===== config.mk =====
export PLATFORM = sky130hd
export DESIGN_NAME = fours_enumerator
export DESIGN_NICKNAME = d
export VERILOG_FILES = /design/src/rtl/fours_enumerator.sv
export SDC_FILE = /design/constraint.sdc
export NUM_CORES = 1
export LEC_CHECK = 0
export BUFFER_PORTS_ARGS = -buffer_cell sky130_fd_sc_hd__buf_2
export CORE_ASPECT_RATIO = 1.75
export CORE_MARGIN = 1.5
export CORE_UTILIZATION = 55
export CTS_BUF_LIST = sky130_fd_sc_hd__clkbuf_8 sky130_fd_sc_hd__clkbuf_16
export DETAILED_ROUTE_END_ITERATION = 12
export GPL_TIMING_DRIVEN = 0
export HOLD_SLACK_MARGIN = 0.06
export PLACE_DENSITY_LB_ADDON = 0.3
export REMOVE_ABC_BUFFERS = 1
export SETUP_SLACK_MARGIN = 0.05
export SLEW_MARGIN = 15
export SYNTH_ARGS = -nofsm -noshare
export SYNTH_HDL_FRONTEND = slang
export SYNTH_SLANG_ARGS = --single-unit

===== constraint.sdc =====
create_clock -name clk -period 4.5 [get_ports clk]
set_clock_uncertainty 0.2 [all_clocks]
set_input_delay 0.225 -clock clk [delete_from_list [all_inputs] [get_ports clk]]
set_output_delay 0.225 -clock clk [all_outputs]
set_load 0.01 [all_outputs]

===== src/rtl/fours_enumerator.sv =====
// fours_enumerator: sweeps every (A,B) pair of W-bit operands and hands out, one at a
// time over a valid/ready port, each pair whose truncated sum and product hit the targets.
module fours_enumerator #(
  parameter int W = 3,
  parameter int TARGET_SUM = 4,
  parameter int TARGET_PROD = 4
) (
  input  logic           clk,
  input  logic           rst,
  input  logic           start,
  input  logic           abort,
  input  logic           sol_ready,
  output logic           busy,
  output logic           done,
  output logic           sol_valid,
  output logic [W-1:0]   sol_a,
  output logic [W-1:0]   sol_b,
  output logic [2*W:0]   sol_count
);
  typedef enum logic [1:0] {IDLE, SCAN, EMIT, DONE} state_t;
  localparam logic [W-1:0] TS = W'(TARGET_SUM);
  localparam logic [W-1:0] TP = W'(TARGET_PROD);
  state_t r_state, w_next;
  logic [2*W-1:0] r_idx;
  logic [2*W:0] r_count;
  logic [W-1:0] r_sol_a, r_sol_b;
  logic [W-1:0] w_a, w_b, w_sum, w_prod;
  logic w_match, w_last, w_step, w_accept, w_load;
  assign w_a = r_idx[2*W-1:W];
  assign w_b = r_idx[W-1:0];
  assign w_sum = w_a + w_b;
  assign w_prod = w_a * w_b;
  assign w_match = (w_sum == TS) && (w_prod == TP);
  assign w_last = &r_idx;
  // abort suppresses every side effect of SCAN/EMIT in the cycle it is seen
  assign w_load = (r_state == SCAN) && !abort && w_match;
  assign w_accept = (r_state == EMIT) && !abort && sol_ready;
  assign w_step = !abort && !w_last && (((r_state == SCAN) && !w_match) || w_accept);
  always_comb begin
    w_next = r_state;
    unique case (r_state)
      IDLE: w_next = start ? SCAN : IDLE;
      SCAN: w_next = abort ? IDLE : w_match ? EMIT : w_last ? DONE : SCAN;
      EMIT: w_next = abort ? IDLE : !sol_ready ? EMIT : w_last ? DONE : SCAN;
      default: w_next = IDLE;
    endcase
  end
  always_ff @(posedge clk or posedge rst) begin
    if (rst) begin
      r_state <= IDLE;
      r_idx <= '0;
      r_count <= '0;
      r_sol_a <= '0;
      r_sol_b <= '0;
    end else begin
      r_state <= w_next;
      if ((r_state == IDLE) && start) begin
        r_idx <= '0;
        r_count <= '0;
      end
      if (w_step) r_idx <= r_idx + (2*W)'(1);
      if (w_accept) r_count <= r_count + (2*W+1)'(1);
      if (w_load) begin
        r_sol_a <= w_a;
        r_sol_b <= w_b;
      end
    end
  end
  assign busy = (r_state == SCAN) || (r_state == EMIT);
  assign done = (r_state == DONE);
  assign sol_valid = (r_state == EMIT);
  assign sol_a = r_sol_a;
  assign sol_b = r_sol_b;
  assign sol_count = r_count;
endmodule


==> results of run 1 <==
[layer usage]
layer / up-vias / share of wire [%]
met5: - / 0
met4: 0 / 1.4
met1: 490 / 38
li1: 481 / -
met3: 4 / 2.7
met2: 21 / 58
[power groups by stage]
stage	clock, mW	sequential, mW	combinational [mW]
finish	0.123	0.216	0.0581
global route	0.131	0.217	0.0673
CTS	0.125	0.216	0.0587
detailed placement	0	0.219	0.0580
global placement	0	0.219	0.0556
floorplan	0	0.213	0.0452
[critical path, cell delays in order, from the launching register on]
cell and delay (ps):
dfrtp_1 500, ha_1 220, inv_1 50, fa_1 460
nor4b_1 360, nand3_2 170, nor3b_4 430, mux2_2 390
[kinds of logic after synthesis]
kind of cell,after synthesis,share of synthesized area [%]
AO/OA/AOI/OAI,25,11.98
XOR/XNOR,5,5.644
adder cells (fa/ha/maj),10,10.50
buffers and inverters,10,3.663
flip-flops,21,41.58
multiplexers,7,6.238
AND/OR/NAND/NOR,44,20.40
[flip-flops by register name, indices dropped and copies added (netlist names)]
signal / flops
sol_b: 3
sol_count: 7
sol_a: 3
r_state: 2
r_idx: 6
[what timing repair did]
action	4_1_cts	5_1_grt
setup buffers	0	0
hold buffers	1	0
endpoints found under the hold margin	21	0
[layout by cell type (no fill, tap or decap), types with 2 or more instances in the layout]
cell      instances
nor2b_1           2
a31oi_1           2
nor2_1            5
a221o_1           2
a21oi_1           5
xor2_1            3
ha_1              9
inv_1             8
clkbuf_8          3
nand3_1           8
o21ai_0          12
nand2_1           7
mux2_2            7
buf_2            20
and3_1            4
nor3b_1           2
dfrtp_1          21
and2_1            6
nor3_1            2
xnor3_1           2
nand4_1           3
[worst paths after layout]
kind,from,to,slack (ps),cells after the start
max,r_idx[0]$_DFFE_PP0P_,sol_a[0]$_DFFE_PP0P_,1590,7
min,abort,r_state[0]$_DFF_PP0_,140,4
max reg2reg,r_idx[0]$_DFFE_PP0P_,sol_a[0]$_DFFE_PP0P_,1590,7
min reg2reg,sol_count[6]$_DFFE_PP0P_,sol_count[6]$_DFFE_PP0P_,300,1
max in group asynchronous,rst,sol_b[1]$_DFFE_PP0P_,3150,3
min in group asynchronous,rst,sol_count[2]$_DFFE_PP0P_,460,3
[metrics by stage]
stage | instances | power [mW]
after floorplan | 119 | 0.2582
after global placement | 163 | 0.2743
after detailed placement | 163 | 0.2774
after CTS | 168 | 0.3989
after global routing | 168 | 0.4153
final | 168 | 0.3966
[final cells by class]
class,instances,area [um2]
clock inverters,1,3.754
inverters,7,26.28
repair buffers,21,110.1
multi-input cells,91,691.9
flip-flops and latches,21,525.5
clock buffers,3,41.29
well taps,24,30.03
fillers,183,718.2
==> key figures, run 1 <==
CTS
  • CTS Buffer Depth: 2
  • H-tree Lvls: 1
  • TritonCTS clock tree: yes
  • Post-CTS sizing: 0
  • CTS root buf: clkbuf_8
  • # clock sinks: 21
  • Skew-Pair Late Insertion Delay: 260 ps
  • CTS buffer count: 3
  • CTS clk-pin slew, worst paths: 80 ps

Logic synthesis
  • Primary FF master, synth: dfrtp_1
  • Most frequent cell after synthesis: dfrtp_1
  • Syn Area/Cell: 10.36 um2
  • FF+latch count, synth: 21
  • Area contributors post-synth: dfrtp_1, ha_1, mux2_2
  • Commonest cells post-synth: dfrtp_1, o21ai_0, ha_1, nand3_1
  • Area of the mapped netlist: 1264 um2
  • Yosys top cell by area: dfrtp_1
  • Library cells used by synthesis: 32
  • Async SR Flop Fraction: 100.0%
  • Synth warn: 0
  • Synth top area share: 41.58%
  • Register area share after synthesis: 41.58%
  • Synth Instances: 122
  • EDFF count, synth: 0

Finish
  • Nets: 160
  • Share of layout cells above drive strength 1: 22.92%
  • Fin area: 1429 um2
  • Final Util: 66.55%
  • Layout area overhead: 13.07%
  • N_diodes: 0

Power
  • Seq pwr share: 54.4%
  • Cell-internal power: 0.2845 mW
  • Power Density: 277.5 nW/um2
  • Sw Ratio: 28.26%
  • Clk pwr share: 30.9%
  • Peak ir drop on the vdd network: 0.1948 mV
  • P_sw: 0.1121 mW
  • Comb power frac: 14.6%
  • Leak pwr: 0.7737 nW

Worst setup path
  • Kind of critical path: reg -> reg
  • Crit path DAT: 2850 ps
  • Critical path required time: 4450 ps
  • Setup crit end kind: register
  • Crit path max fanout: 8
  • CP startpoint kind: register

Timing
  • Crit share post-route: 64.56%
  • Final hold slack: 141.3 ps
  • Worst slew margin: 48.39%
  • Setup-failing EPs final: 0
  • RSZ-0062 raised after global routing: no
  • Max Fclk: 344.2 MHz
  • Total Neg Setup Slack: 0 ps
  • Setup ws final: 1595 ps
  • Final worst path period need: 2905 ps
  • Slew @ Worst Pin: 773.2 ps
  • Endpoints failing hold: 0
  • Slew Limit Fails: 0

Global route
  • Met2 Usage GRT: 42.50%
  • Overflow after GRT: 0
  • GRT Total Usage: 23.49%
  • Global-route wire length before repair: 4257 um
  • Initial antenna violation count: 0
  • GRT busiest layer: met2
  • Vias in the first global route: 980
  • Met1 GRT Util: 26.28%
  • Grt met3 use: 2.357%
  • Largest net degree at the start of global routing: 22

Detailed routing
  • TritonRoute pass-1 iters: 4
  • Via count: 996
  • Final ANT Viol Nets: 0
  • Detailed-route wire length: 2558 um
  • DR iter-0 viols: 14
  • Drt drc: 0
  • Vias per cell: 5.929
  • Avg WL per Cell: 15.23 um

Floorplan
  • Initial Util: 58.86%
  • Die area: 2606 um2
  • Die H: 66.41 um
  • FP Rows: 22
  • Width of the die: 39.24 um
  • Boundary pin count: 21
  • Core area: 2147 um2

Run
  • Max-Cap Viols: 0

Place
  • Number of port buffers: 20
  • Post-placement setup slack: 1586 ps
  • Hpwl dp: 1953 um
  • GP Congestion: 0.8814
  • Post-DP Area: 1374 um2

Hold path
  • HP Class: in -> reg

Outcome
  • Status: completed
Note: power is estimated with default switching activity, not from simulation.
==> run 2, diff against run 1 <==
- ABC_AREA: default -> 1
- CORE_UTILIZATION: 55 -> 50
- clock period: 4.5 -> 2.5 ns (I/O delays scaled with it)
==> run 2 against run 1 <==
  * Critical path depth increased by 6
  * Clock power grew 84%
  * Combinational power grew to 2.6 times the previous value
  * Die area up 14%
  * Largest cell class unchanged
==> key figures, run 2 <==
Logic synthesis
  • Syn Area/Cell: 8.079 um2
  • Primary FF master, synth: dfrtp_1
  • FF+latch count, synth: 21
  • Area of the mapped netlist: 1325 um2
  • Register area share after synthesis: 39.66%
  • EDFF count, synth: 0
  • Post-Synth Adder-Cell Area: 10.01%
  • Commonest cells post-synth: nand2_1, inv_1, dfrtp_1, nand3_1, ha_1
  • Combinational family with the most area after synthesis: simple AND/OR/NAND/NOR gates
  • Async SR Flop Fraction: 100.0%
  • Simple-gate share of the synthesized area: 27.48%
  • Area contributors post-synth: dfrtp_1, nand2_1, ha_1
  • Synth Instances: 164
  • Synth top area share: 39.66%
  • Synth warn: 0
  • Synth Area in Compound Gates: 10.67%
  • Most frequent cell after synthesis: nand2_1
  • Yosys top cell by area: dfrtp_1
  • Library cells used by synthesis: 27
  • Mux cell area share after synthesis: 0%
  • Xor-xnor portion of the synthesized cell area: 0.6610%

Timing
  • Crit share post-route: 90.17%
  • Total Neg Setup Slack: 0 ps
  • Max Fclk: 443.6 MHz
  • Endpoints failing hold: 0
  • Slew Limit Fails: 0
  • Setup ws final: 245.7 ps
  • Final worst path period need: 2254 ps
  • Slew @ Worst Pin: 765.0 ps
  • RSZ-0062 raised after global routing: no
  • Setup-failing EPs final: 0
  • Worst slew margin: 48.95%

Worst setup path
  • Crit-path cells: ha_1, inv_2, fa_1, nand2_1, nor2_1, nand2_1, nor2_4, nand2_2, nand2_4, nand2_4, nand2_4, nand3_1, nand2_1
  • Kind of critical path: reg -> reg
  • CP max stage cell: fa_1
  • Critical Path Max Stage Delay: 480 ps
  • Crit path max fanout: 7
  • Crit-path leading delay family: simple AND/OR/NAND/NOR gates
  • Crit path DAT: 2260 ps
  • Setup crit end kind: register
  • Worst R2R Setup Slack: 250 ps
  • Critical path buffers and inverters: 1
  • CP startpoint kind: register
  • Critical path required time: 2500 ps

CTS
  • CTS clk-pin slew, worst paths: 80 ps
  • TritonCTS clock tree: yes
  • H-tree Lvls: 1
  • CTS root buf: clkbuf_8
  • # clock sinks: 21
  • CTS buffer count: 3
  • CTS Buffer Depth: 2
  • Skew-Pair Late Insertion Delay: 260 ps

Finish
  • Layout area overhead: 17.37%
  • Nets: 208
  • Most common cell after layout, fill and taps aside: nand2_1
  • Fin area: 1555 um2
  • Most frequent cells in the layout: nand2_1, inv_1, buf_2
  • N_diodes: 0
  • Max reg flops: 7
  • Final cell count without fillers: 218
  • Share of layout cells above drive strength 1: 26.56%

Floorplan
  • Width of the die: 41.92 um
  • Initial Util: 53.16%
  • FP Rows: 24
  • Boundary pin count: 21
  • Die area: 2980 um2
  • Die H: 71.10 um
  • Core area: 2492 um2

Power
  • Power Density: 489.5 nW/um2
  • Leak pwr: 0.8509 nW
  • Design Power: 0.7613 mW
  • Peak ir drop on the vdd network: 0.3068 mV

Global route
  • Vias in the first global route: 1,107
  • GRT Total Usage: 20.37%
  • Largest net degree at the start of global routing: 22
  • Initial antenna violation count: 0
  • Overflow after GRT: 0
  • Global-route wire length before repair: 4692 um

Detailed routing
  • DR iter-0 viols: 19
  • Via count: 1,149
  • Detailed-route wire length: 2667 um
  • Final ANT Viol Nets: 0
  • Vias per cell: 5.271
  • Avg WL per Cell: 12.23 um
  • TritonRoute pass-1 iters: 4
  • Drt drc: 0

Place
  • GP Congestion: 0.9217
  • Hpwl dp: 2074 um
  • Post-DP Area: 1446 um2
  • Number of port buffers: 20
  • Post-placement setup slack: 74.19 ps
  • Dpl cells: 209

Run
  • Max-Cap Viols: 0

Outcome
  • Status: completed

Hold path
  • HP Class: in -> reg
-- run 2: final cells by class --
cell class / instances / area, um2
Multi-Input combinational cell: 108 / 659.4
Tap cell: 26 / 32.53
Sequential cell: 21 / 530.5
Timing Repair Buffer: 25 / 142.6
Inverter: 34 / 141.4
Fill cell: 232 / 937.1
Clock buffer: 3 / 41.29
Clock inverter: 1 / 7.507
-- run 2: cell families after synthesis --
group,after synthesis
AOI/OAI and AO/OA,22
xor gates and xnor gates,1
adders and majority gates,10
buffers and inverters,35
DFF,21
and+or+nand+nor,75
-- run 2: what timing repair did --
item,4_1_cts,5_1_grt
setup endpoints to repair,1,13
hold endpoints to repair,23,0
hold buffers,2,0
pin swaps,0,0
gates resized for setup,1,5
setup buffers,0,3
-- run 2: worst reg2reg max path, cell delays in order, from the launching register on --
cell,delay (ps)
dfrtp_2,410
ha_1,170
inv_2,40
fa_1,480
nand2_1,50
nor2_1,100
nand2_1,100
nor2_4,150
nand2_2,90
nand2_4,70
nand2_4,80
nand2_4,100
nand3_1,80
nand2_1,70
-- run 2: where the power goes --
part           internal (mW)  total [mW]  leakage (nW)  switching (mW)
sequential             0.357       0.383         0.283          0.0255
clock                  0.113       0.226        0.0217           0.113
combinational         0.0590       0.153         0.546          0.0941
total                  0.529       0.761         0.851           0.232
-- run 2: stage by stage --
| stage | util [%] | hold slack [ps] |
|---|---|---|
| floorplan | - | -98.47 |
| global placement | 58.03 | 95.40 |
| detailed placement | 58.03 | 103.8 |
| CTS | 61.09 | 118.2 |
| global route | 62.40 | 156.4 |
| finish | 62.40 | 120.4 |
-- run 2: final timing paths --
kind                                            from                    to  cells after the start
worst min register to register  sol_a[1]$_DFFE_PP0P_  sol_a[1]$_DFFE_PP0P_                      2
min in group asynchronous                        rst  sol_b[0]$_DFFE_PP0P_                      3
worst min-delay path                           abort  r_state[0]$_DFF_PP0_                      6
max in group asynchronous                        rst  r_idx[4]$_DFFE_PP0P_                      3
worst max register to register  r_idx[3]$_DFFE_PP0P_  r_idx[4]$_DFFE_PP0P_                     13
worst max-delay path            r_idx[3]$_DFFE_PP0P_  r_idx[4]$_DFFE_PP0P_                     13
-- run 2: per-layer routing --
metal / GRT usage (%) / share of wire, % / vias up / routed length [um]
met5: 0 / 0 / - / 0
met4: 10.39 / 2.1 / 0 / 57
met3: 2.296 / 2.4 / 5 / 63
met2: 38.19 / 58 / 20 / 1548
met1: 21.55 / 37 / 552 / 998
li1: - / - / 572 / -
==> run 3, diff against run 2 <==
- CORE_UTILIZATION: 50 -> 55
- clock period: 2.5 -> 2.6 ns (I/O delays scaled with it)
==> run 3 against run 2 <==
  * Sequential power is 3% lower
  * Die area is 8.6% lower
  * Non-clock buffer count is 3 lower
  * Flip-flop and latch count stayed put
  * Setup slack worse by 35 ps
  * Critical path depth stayed put
  * Clock power is 6% lower
  * Combinational power is 20% lower
  * Critical endpoint is now r_idx[5]$_DFFE_PP0P_
  * Highest routed layer unchanged
==> key figures, run 3 (synthesis gave the netlist of run 2 again) <==
Outcome
  • Status: completed

CTS
  • CTS clk-pin slew, worst paths: 80 ps
  • H-tree Lvls: 1
  • CTS Buffer Depth: 2
  • Post-CTS Setup Bufs: 0
  • TritonCTS clock tree: yes
  • # clock sinks: 21
  • Skew-Pair Late Insertion Delay: 260 ps
  • CTS root buf: clkbuf_8
  • CTS buffer count: 3

Power
  • Clk pwr share: 30.1%
  • Sw Ratio: 30.63%
  • Peak ir drop on the vdd network: 0.2881 mV
  • Leak pwr: 0.8467 nW
  • Power Density: 464.8 nW/um2
  • Comb power frac: 17.5%
  • P_sw: 0.2161 mW
  • Cell-internal power: 0.4894 mW
  • Seq pwr share: 52.4%
  • Design Power: 0.7054 mW

Global route
  • Largest net degree at the start of global routing: 22
  • GRT Total Usage: 26.54%
  • Initial antenna violation count: 0
  • Overflow after GRT: 0
  • Global-route wire length before repair: 4981 um
  • Vias in the first global route: 1,153

Floorplan
  • Die H: 67.93 um
  • FP Rows: 23
  • Boundary pin count: 21
  • Width of the die: 40.11 um
  • Initial Util: 58.28%
  • Die area: 2724 um2
  • Core area: 2273 um2

Worst setup path
  • CP startpoint kind: register
  • Setup crit end kind: register
  • Kind of critical path: reg -> reg
  • Critical path required time: 2600 ps
  • Worst Reg-to-Reg Cells: 13
  • Crit path DAT: 2390 ps
  • Crit path max fanout: 8
  • R2R Path End: r_idx[5]$_DFFE_PP0P_
  • R2R Path Start: r_idx[0]$_DFFE_PP0P_
  • Worst R2R Setup Slack: 210 ps

Detailed routing
  • Vias per cell: 5.364
  • Final ANT Viol Nets: 0
  • Via count: 1,148
  • Drt drc: 0
  • TritonRoute pass-1 iters: 4
  • DR iter-0 viols: 30
  • Detailed-route wire length: 2853 um
  • Avg WL per Cell: 13.33 um

Place
  • Post-DP Area: 1445 um2
  • Post-placement setup slack: 162.3 ps
  • Number of port buffers: 20
  • Hpwl dp: 2201 um
  • GP Congestion: 0.9098

Hold path
  • WHS Endpoint: sol_count[4]$_DFFE_PP0P_
  • HP Class: in -> reg
  • Hold_sp: start
  • Hold Path Cell Cnt: 4

Timing
  • Worst slew margin: 47.63%
  • Slew @ Worst Pin: 784.7 ps
  • Crit share post-route: 91.91%
  • Setup-failing EPs final: 0
  • Max Fclk: 418.5 MHz
  • Endpoints failing hold: 0
  • Final hold slack: 91.00 ps
  • Setup ws final: 210.3 ps
  • Total Neg Setup Slack: 0 ps
  • Final worst path period need: 2390 ps
  • Slew Limit Fails: 0
  • RSZ-0062 raised after global routing: yes

Run
  • Max-Cap Viols: 0

Finish
  • Layout area overhead: 14.54%
  • Fin area: 1518 um2
  • Most common cell after layout, fill and taps aside: nand2_1
  • Max reg flops: 7
  • Nets: 205
  • # fillers: 189
  • N_diodes: 0
  • Share of layout cells above drive strength 1: 22.75%
  • Most frequent cells in the layout: nand2_1, inv_1, dfrtp_1
[run 3: per-layer routing]
| metal | part of all wire (%) | track usage (%) | vias to the layer above |
|---|---|---|---|
| met5 | 0 | 0 | - |
| met1 | 36 | 27.50 | 529 |
| met4 | 3.5 | 15.09 | 0 |
| li1 | - | - | 570 |
| met3 | 2.9 | 3.571 | 11 |
| met2 | 57 | 47.38 | 38 |
[run 3: critical path: stages (launching register included)]
cell and delay [ps]:
dfrtp_1 500, ha_1 210, inv_2 40, fa_1 480, nand2_1 50, nor2_1 90, nand2_1 70, nor2_2 180
nand2_2 100, nand2_4 80, nand2_4 80, nand2_4 100, nand3_1 70, nand2_1 80
[run 3: layout make-up]
cell class	instances	area [um2]	share of cell area, %
clock buffer	3	41.29	2.721
clock inverter	1	3.754	0.2473
inverter	34	141.4	9.316
multi-input combinational	108	654.4	43.12
sequential	21	525.5	34.62
tap	25	31.28	2.061
timing repair buffer	22	120.1	7.914
[run 3: what timing repair did]
item	4_1_cts	5_1_grt
endpoints found under the hold margin	23	0
resized for setup	0	1
setup endpoints to repair	0	6
hold buffers	2	0
[run 3: power by group through the flow]
| stage | combinational (mW) | clock [mW] | sequential [mW] |
|---|---|---|---|
| 2_1_floorplan | 0.0900 | 0 | 0.367 |
| 3_5_place_dp | 0.118 | 0 | 0.375 |
| 4_1_cts | 0.123 | 0.209 | 0.369 |
| 3_3_place_gp | 0.111 | 0 | 0.373 |
| 5_1_grt | 0.144 | 0.228 | 0.374 |
| 6_report | 0.123 | 0.213 | 0.370 |
[run 3: worst max path at each step]
stage                                    start                   end  slack [ps]  cells past startpoint
after floorplan           r_idx[0]$_DFFE_PP0P_  sol_a[0]$_DFFE_PP0P_         440                     10
after global placement    r_idx[0]$_DFFE_PP0P_  sol_b[1]$_DFFE_PP0P_         210                     10
after detailed placement  r_idx[0]$_DFFE_PP0P_  sol_b[0]$_DFFE_PP0P_         160                     10
after CTS                 r_idx[0]$_DFFE_PP0P_  sol_b[0]$_DFFE_PP0P_         140                     10
after global routing      r_idx[0]$_DFFE_PP0P_  r_idx[5]$_DFFE_PP0P_          20                     13
final                     r_idx[0]$_DFFE_PP0P_  r_idx[5]$_DFFE_PP0P_         210                     13
[run 3: metrics by stage]
stage,cells,utilization (%)
2_1_floorplan,163,-
3_3_place_gp,208,63.57
3_5_place_dp,208,63.57
4_1_cts,214,66.43
5_1_grt,214,66.76
6_report,214,66.76
